`src/rtl/get_pins_bank.sv`:
```
// Broadcasts one word into CHANNELS parallel DEPTH-stage register pipelines with per-channel input inversion.
// Latency: DEPTH enabled edges from data_in to data_out; fill_level/valid_out registered, no comb input->output path.
module get_pins_bank #(
    parameter int                  WIDTH    = 1,
    parameter int                  CHANNELS = 2,
    parameter int                  DEPTH    = 1,
    parameter logic [CHANNELS-1:0] INV_MASK = CHANNELS'(1),
    parameter int                  FW       = $clog2(DEPTH + 1)
) (
    input  logic                      clk,
    input  logic                      rst,
    input  logic                      en,
    input  logic                      flush,
    input  logic [WIDTH-1:0]          data_in,
    output logic [CHANNELS*WIDTH-1:0] data_out,
    output logic [FW-1:0]             fill_level,
    output logic                      valid_out
);

    logic [CHANNELS-1:0][DEPTH-1:0][WIDTH-1:0] st_q, st_d;
    logic [FW-1:0] fill_q, fill_d;
    logic          valid_q, valid_d;

    always_comb begin
        st_d = st_q;
        if (en) begin
            for (int c = 0; c < CHANNELS; c++) begin
                st_d[c][0] = data_in ^ {WIDTH{INV_MASK[c]}};
                for (int k = 1; k < DEPTH; k++) begin
                    st_d[c][k] = st_q[c][k-1];
                end
            end
        end
    end

    // Flush restarts fill tracking only; the word captured on a flush edge still counts.
    always_comb begin
        fill_d = fill_q;
        if (flush) begin
            fill_d = en ? FW'(1) : '0;
        end else if (en && (fill_q != FW'(DEPTH))) begin
            fill_d = fill_q + FW'(1);
        end
        valid_d = (fill_d == FW'(DEPTH));
    end

    always_ff @(posedge clk) begin
        if (rst) begin
            st_q    <= '0;
            fill_q  <= '0;
            valid_q <= 1'b0;
        end else begin
            st_q    <= st_d;
            fill_q  <= fill_d;
            valid_q <= valid_d;
        end
    end

    always_comb begin
        data_out = '0;
        for (int c = 0; c < CHANNELS; c++) begin
            data_out[c*WIDTH +: WIDTH] = st_q[c][DEPTH-1];
        end
    end

    assign fill_level = fill_q;
    assign valid_out  = valid_q;

endmodule

```
`config.mk`:
```
export PLATFORM = sky130hd
export DESIGN_NAME = get_pins_bank
export DESIGN_NICKNAME = d
export VERILOG_FILES = /design/src/rtl/get_pins_bank.sv
export SDC_FILE = /design/constraint.sdc
export NUM_CORES = 1
export LEC_CHECK = 0
export CAP_MARGIN = 25
export CORE_AREA = 5 5 42 44
export DETAILED_ROUTE_END_ITERATION = 16
export DIE_AREA = 0 0 47 49
export SLEW_MARGIN = 20
export SYNTH_ARGS = -nofsm -noshare
export SYNTH_HDL_FRONTEND = slang
export SYNTH_SLANG_ARGS = --single-unit
```
`constraint.sdc`:
```
create_clock -name clk -period 1 [get_ports clk]
set_input_delay 0.1 -clock clk [delete_from_list [all_inputs] [get_ports clk]]
set_output_delay 0.1 -clock clk [all_outputs]
set_load 0.01 [all_outputs]
```
# After elaboration in Yosys (flattened, before gate mapping)
# Cells that the tools add are included.
# word_totals
regBits,3
latchBits,0
ramBits,0
mem_bits_ro,0
in_bits,5
output_inout_bits,4
elab_cells,11
memories,0
# op_classes
add_sub_neg,1
n_mul,0
n_div,0
order_cmp,0
eq_ne,0
n_shift,0
muxes,3
bitwise,2
n_reduce_logical,2
# ops
operator,n
1-bit 2-to-1 mux,3
1-bit inverter,2
2-bit nonzero test,1
1-bit adder (second input constant),1
1-bit logical AND,1

# Logic depth before layout (Yosys ltp)
# Gate-level depths: netlist of the first run.
# depth
ltp_word,4
mapped_depth,2

# Least setup slack after synthesis of the first run
# No wires, ideal clock.
# synth_timing
path_kind,reg2reg
start,"register, netlist name data_out[0]"
end,"register st_q, in the netlist data_out[0]"
setup_ns,0.086
arrival_ns,0.544
required_ns,0.914
slack_ns,0.370
path_stages_with_launch,3
path_buffers,0
cell_sequence,dfxtp_1 > nor2_1 > a211oi_1
# synth_lines
element,line_no,rtl
end signal: assignment,53,st_q <= st_d;
end: declaration,20,"logic [CHANNELS-1:0][DEPTH-1:0][WIDTH-1:0] st_q, st_d;"

# Worst setup path after layout of the first run
# layout_timing
start,register valid_q (netlist: valid_out)
end,output port valid_out
# layout_lines
element,line_no,rtl
start: declaration,22,"logic valid_q, valid_d;"
start signal: assignment,55,valid_q <= valid_d;
end: declaration,17,output logic valid_out
# No word-level cell between the ends.

==> summary.txt, run 1 <==
Yosys
  – Complex-gate fraction of the synthesized area: 11.6%
  – Mean area per synthesized cell: 9.78 um2
  – Largest area contributor in the netlist: dfxtp_1
  – Mux share of post-synthesis cell area: 9.30%
  – Share of the synthesized area in the top cell type: 55.8%
  – Post-synthesis simple-gate area fraction: 12.8%
  – Syn. warnings: 0
  – Largest family of logic cells by synthesized area: simple AND/OR/NAND/NOR gates
  – Netlist cell types: 8
  – Adder-Cell Fraction of Synth Area: 0%
  – #FFs+latches synth: 3
  – Synth area leaders: dfxtp_1, mux2i_1, a211oi_1
  – Mapped Cells: 11
  – Post-Synth XOR/XNOR Area: 0%
  – Post-synth net total: 16
  – Mapped Area: 108 um2
  – Seq/Total Area, Yosys: 55.8%

Hold path
  – Worst hold-check path type: in2reg
  – Min-Delay Path Depth: 2
  – Min-Delay Startpoint: rst
  – Worst hold endpoint: data_out[1]$_SDFFE_PP0P_

Outcome
  – Outcome: finished clean

Route
  – Drt via density: 2.89
  – Routed Antenna Nets: 0
  – Routed wire per std cell: 7.45 um
  – Vias: 110
  – Detailed Routing Iterations Pass 1: 2
  – DRC errors left: 0
  – Aggregate routed wire length: 283 um
  – Drt first-iter violations: 1

Final layout
  – Share of layout cells above drive strength 1: 13.6%
  – Final Util: 15.8%
  – # nets final: 28
  – Syn-to-layout area delta: 106%
  – Fillers: 171
  – Most frequent cells in the layout: clkdlybuf4s50_1, dlygate4sd2_1, clkbuf_4, dfxtp_1, nor2_1
  – N_diodes: 0
  – Finished Cell Area: 221 um2

Timing
  – Final count of hold timing violations: 0
  – Fin crit period: 0.936 ns
  – Tcrit/Tclk final: 93.6%
  – Setup_tns: 0 ns
  – Least-Margin Pin Slew: 0.186 ns
  – Hold slack: 0.452 ns
  – Max-slew headroom: 87.5%
  – Slew Viols, Final: 0
  – Setup clock skew after layout: 0 ns
  – Fmax: 1070 MHz
  – RSZ-0062 raised after global routing: no
  – Endpoints failing setup: 0

Critical path
  – R2R Path Start: data_out[0]$_SDFFE_PP0P_
  – CP Class: reg2out
  – Buf/Inv on CP: 1
  – CP endpoint kind: primary output
  – CP top delay family: flip-flops
  – Worst path cell trace: dlygate4sd2_1
  – Critical Path RT: 0.90 ns
  – Largest stage delay on the critical path: 0.33 ns
  – R2R cell count: 2
  – RR Endpoint: data_out[0]$_SDFFE_PP0P_
  – Worst Path Max Fanout: 3
  – Data arrival, critical path: 0.84 ns
  – Reg2reg setup slack: 0.38 ns
  – Startpoint types: flip-flop
  – Slowest-stage cell, CP: dfxtp_1

CTS
  – Sink Count: 3
  – Post-CTS Repair Setup Buffers: 0
  – TritonCTS clock tree: built
  – Worst skew pair latency: 0.23 ns
  – Hold Buf Count CTS: 0
  – PostCTS Resize Cnt: 4
  – Worst-path clk slew: 0.04 ns
  – Root Driver: clkbuf_4
  – CTS buffer count: 3
  – Htree depth: 1
  – Maximum buffer depth of the clock tree: 2

Global route
  – Vias in the first global route: 106
  – Wire length of the first global-routing pass: 441 um
  – Antenna violations before repair: 0
  – Total global-route track usage: 3.23%
  – Congestion Overflow GR: 0
  – Pin count of the biggest net entering global routing: 5

Die
  – Floorplan Core Area: 1400 um2
  – Die height: 49 um
  – Die Span X: 47 um
  – Initial Util: 7.68%
  – Io pins: 9
  – Row count: 14
  – Die area: 2300 um2

Place
  – Area after DPL: 200 um2
  – Routability cong.: 0.566
  – Final HPWL DP: 217 um
  – # port buffers: 8

Pwr
  – Net Sw Frac: 20.8%
  – Clock Power Share: 53.7%
  – P_int: 307 uW
  – Sequential power share: 34.2%
  – Sw power: 80.7 uW
  – Cell Pwr Density: 1750 nW/um2
  – Combinational fraction of design power: 12.1%
  – Tot Pwr: 387 uW
  – Leak Pwr: 0.000102 uW
  – VDD IR max: 695 uV

Job
  – Max cap viols: 0
## sequential cells by signal (all words and copies together) (netlist names)
signal / flops
data_out: 2
valid_out: 1
## layout make-up
type                       count  area, um2  share of cell area, %
clock buffer                   4       26.3                   11.9
multi-input combinational      6       36.3                   16.4
timing repair buffer           8       75.1                   33.9
inverter                       1       3.75                   1.69
tap                           16       20.0                   9.04
sequential                     3       60.1                   27.1
## worst reg2reg max path, stage by stage, from the launching register on
cell and delay (ns):
dfxtp_1 0.32, nor2_1 0.05, a211oi_1 0.17
## worst max path at each step
| stage | from | to | slack, ns | cells past startpoint |
|---|---|---|---|---|
| final | valid_out$_SDFFE_PP0P_ | valid_out | 0.06 | 1 |
| after global placement | en | data_out[1]$_SDFFE_PP0P_ | 0.02 | 3 |
| after floorplan | data_out[0]$_SDFFE_PP0P_ | data_out[0]$_SDFFE_PP0P_ | 0.37 | 2 |
| after global routing | valid_out$_SDFFE_PP0P_ | fill_level | 0.003 | 1 |
| after detailed placement | en | data_out[1]$_SDFFE_PP0P_ | 0.0002 | 3 |
| after CTS | valid_out$_SDFFE_PP0P_ | fill_level | 0.04 | 1 |
## logic make-up (layout without fill, tap and decap cells)
group | Yosys count | in the layout
buffers and inverters | 2 | 13
DFF | 3 | 3
muxes | 1 | 1
and+or+nand+nor | 3 | 3
AOI/OAI and AO/OA | 2 | 2
## power by group through the flow
stage	Sequential, uW	Combinational, uW	Clock [uW]
after global routing	134	51.1	233
final	133	46.8	208
after CTS	133	47.8	221
after detailed placement	135	54.6	0
after global placement	134	54.1	0
after floorplan	138	14.1	0
## synthesized netlist by cell type (all sizes together)
cell,instances
a211oi,1
a21oi,1
buf,1
dfxtp,3
inv,1
mux2i,1
nand2b,1
nor2,2
## metal layers
metal	share of wire [%]	GRT usage, %	vias up
met2	24	2.04	11
met1	42	3.50	43
met5	0	0	-
met3	33	6.64	0
met4	0	1.38	0
li1	-	-	56
## through the flow
| step | setup WS, ns | std cells |
|---|---|---|
| finish | 0.0638 | 38 |
| global placement | 0.0154 | 34 |
| detailed placement | 0.000213 | 34 |
| floorplan | 0.370 | 11 |
| global route | 0.00315 | 38 |
| CTS | 0.0435 | 38 |
Note: power is estimated with default switching activity, not from simulation.
==> inputs of run 2 (changes only) <==
==> constraint.sdc (replaced) <==
create_clock -name clk -period 0.9 [get_ports clk]
set_input_delay 0.09 -clock clk [delete_from_list [all_inputs] [get_ports clk]]
set_output_delay 0.09 -clock clk [all_outputs]
set_load 0.01 [all_outputs]
==> summary.txt, run 2 (same netlist as run 1, synthesis figures left out) <==
Timing
  – Final count of hold timing violations: 0 (unchanged)
  – RSZ-0062 raised after global routing: no (unchanged)
  – Endpoints failing setup: 0 (unchanged)
  – Fin crit period: 0.866 ns
  – Max-slew headroom: 87.7% (was 87.5%)
  – Slew Viols, Final: 0 (unchanged)
  – Fmax: 1150 MHz
  – Least-Margin Pin Slew: 0.183 ns (was 0.186 ns)
  – Tcrit/Tclk final: 96.2%
  – Setup clock skew after layout: 0 ns (unchanged)

Final layout
  – N_diodes: 0 (unchanged)
  – Most frequent cells in the layout: clkdlybuf4s50_1, clkbuf_4, buf_2 (was clkdlybuf4s50_1, dlygate4sd2_1, clkbuf_4, dfxtp_1, nor2_1)
  – Multi-input logic area: 36.3 um2 (unchanged)
  – Syn-to-layout area delta: 106% (unchanged)
  – Final Util: 15.8% (unchanged)
  – # nets final: 29 (was 28)
  – Finished Layout Cells: 39 (was 38)
  – Share of layout cells above drive strength 1: 39.1% (was 13.6%)
  – Commonest non-fill, non-tap cell in the layout: clkdlybuf4s50_1
  – Fillers: 173 (was 171)
  – Finished Cell Area: 221 um2 (unchanged)
  – Reg area: 61.3 um2 (was 60.1 um2)
  – Max reg flops: 2 (unchanged)

Pwr
  – Clock Power Share: 53.2% (was 53.7%)
  – VDD IR max: 831 uV (was 695 uV)
  – P_int: 344 uW (was 307 uW)
  – Net Sw Frac: 20.9% (was 20.8%)
  – Leak Pwr: 0.0000990 uW (was 0.000102 uW)
  – Combinational fraction of design power: 12.8% (was 12.1%)
  – Sw power: 90.6 uW (was 80.7 uW)
  – Sequential power share: 34.0% (was 34.2%)
  – Cell Pwr Density: 1960 nW/um2 (was 1750 nW/um2)

Critical path
  – Largest stage delay on the critical path: 0.32 ns (was 0.33 ns)
  – Slowest-stage cell, CP: dfxtp_1 (unchanged)
  – Worst Path Max Fanout: 2 (was 3)
  – Worst path cell trace: clkdlybuf4s15_2 (was dlygate4sd2_1)
  – Data arrival, critical path: 0.78 ns (was 0.84 ns)
  – CP endpoint kind: primary output (unchanged)
  – Critical Path RT: 0.81 ns (was 0.90 ns)
  – Startpoint types: flip-flop (unchanged)
  – CP Class: reg2out (unchanged)
  – CP top delay family: flip-flops (unchanged)
  – Buf/Inv on CP: 1 (unchanged)

CTS
  – CTS buffer count: 3 (unchanged)
  – Worst skew pair latency: 0.23 ns (about the same)
  – Maximum buffer depth of the clock tree: 2 (unchanged)
  – TritonCTS clock tree: built (unchanged)
  – Htree depth: 1 (unchanged)
  – Sink Count: 3 (unchanged)
  – Root Driver: clkbuf_4 (unchanged)
  – Worst-path clk slew: 0.03 ns (was 0.04 ns)
  – Hold Buf Count CTS: 0 (unchanged)

Route
  – Drt first-iter violations: 1 (unchanged)
  – Routed wire per std cell: 7.31 um (was 7.45 um)
  – Drt via density: 2.79 (was 2.89)
  – Aggregate routed wire length: 285 um (was 283 um)
  – Routed Antenna Nets: 0 (unchanged)
  – Detailed Routing Iterations Pass 1: 3 (was 2)
  – Vias: 109 (was 110)
  – DRC errors left: 0 (unchanged)

Global route
  – Congestion Overflow GR: 0 (unchanged)
  – Total global-route track usage: 3.38% (was 3.23%)
  – Wire length of the first global-routing pass: 455 um (was 441 um)
  – Vias in the first global route: 116 (was 106)
  – Antenna violations before repair: 0 (unchanged)
  – Pin count of the biggest net entering global routing: 5 (unchanged)

Place
  – Routability cong.: 0.566 (about the same)
  – # port buffers: 8 (unchanged)
  – Inst Count DP: 35 (was 34)
  – Area after DPL: 208 um2 (was 200 um2)

Die
  – Die Span X: 47 um (unchanged)
  – Io pins: 9 (unchanged)
  – Die height: 49 um (unchanged)
  – Initial Util: 7.68% (unchanged)
  – Row count: 14 (unchanged)
  – Floorplan Core Area: 1400 um2 (unchanged)
  – Die area: 2300 um2 (unchanged)

Job
  – Max cap viols: 0 (unchanged)

Outcome
  – Outcome: finished clean (unchanged)

Hold path
  – Worst hold-check path type: in2reg (unchanged)
==> run 2: cell count changes in the layout (fill, tap and decap cells not counted), sizes merged <==
cell / before / now
buf: 0 / 4
clkdlybuf4s15: 0 / 1
dlygate4sd2: 4 / 0
==> run 2: worst paths after layout <==
path,from,end,slack [ns],cells past startpoint
setup / recovery,data_out[0]$_SDFFE_PP0P_,data_out[0],0.03,1
hold / removal,rst,data_out[1]$_SDFFE_PP0P_,0.44,2
setup reg to reg,data_out[0]$_SDFFE_PP0P_,data_out[0]$_SDFFE_PP0P_,0.19,3
hold reg to reg,valid_out$_SDFFE_PP0P_,valid_out$_SDFFE_PP0P_,0.48,2
==> run 2: repair_timing <==
item	in CTS	in global routing
setup buffers	0	0
resized for setup	13	3
hold endpoints to repair	0	0
setup endpoints to repair	4	2
==> run 2: final cells by class <==
| cell class | count | area share (%) |
|---|---|---|
| flip-flops and latches | 3 | 27.7 |
| inverters | 1 | 1.69 |
| repair buffers | 9 | 33.3 |
| multi-input cells | 6 | 16.4 |
| well taps | 16 | 9.04 |
| clock buffers | 4 | 11.9 |
==> run 2: per-layer routing <==
layer	track usage, %	wire (um)
met1	3.06	116
met3	7.38	105
met2	2.49	62
met5	0	0
met4	1.38	0
==> run 2: power groups by stage <==
stage / combinational, uW / clock (uW) / sequential, uW
final: 55.4 / 231 / 148
after global routing: 60.5 / 262 / 149
after CTS: 60.2 / 246 / 148
after detailed placement: 65.2 / 0 / 149
after global placement: 64.2 / 0 / 149
after floorplan: 15.7 / 0 / 153
==> run 2: metrics by stage <==
step                      total power, uW  setup slack (ns)  TNS [ns]  hold WS, ns
after floorplan                       169             0.270         0        0.159
after global placement                213           -0.0743    -0.271        0.478
after detailed placement              214           -0.0921    -0.343        0.491
after CTS                             454           0.00335         0        0.441
after global routing                  471           0.00241         0        0.466
final                                 434            0.0338         0        0.441
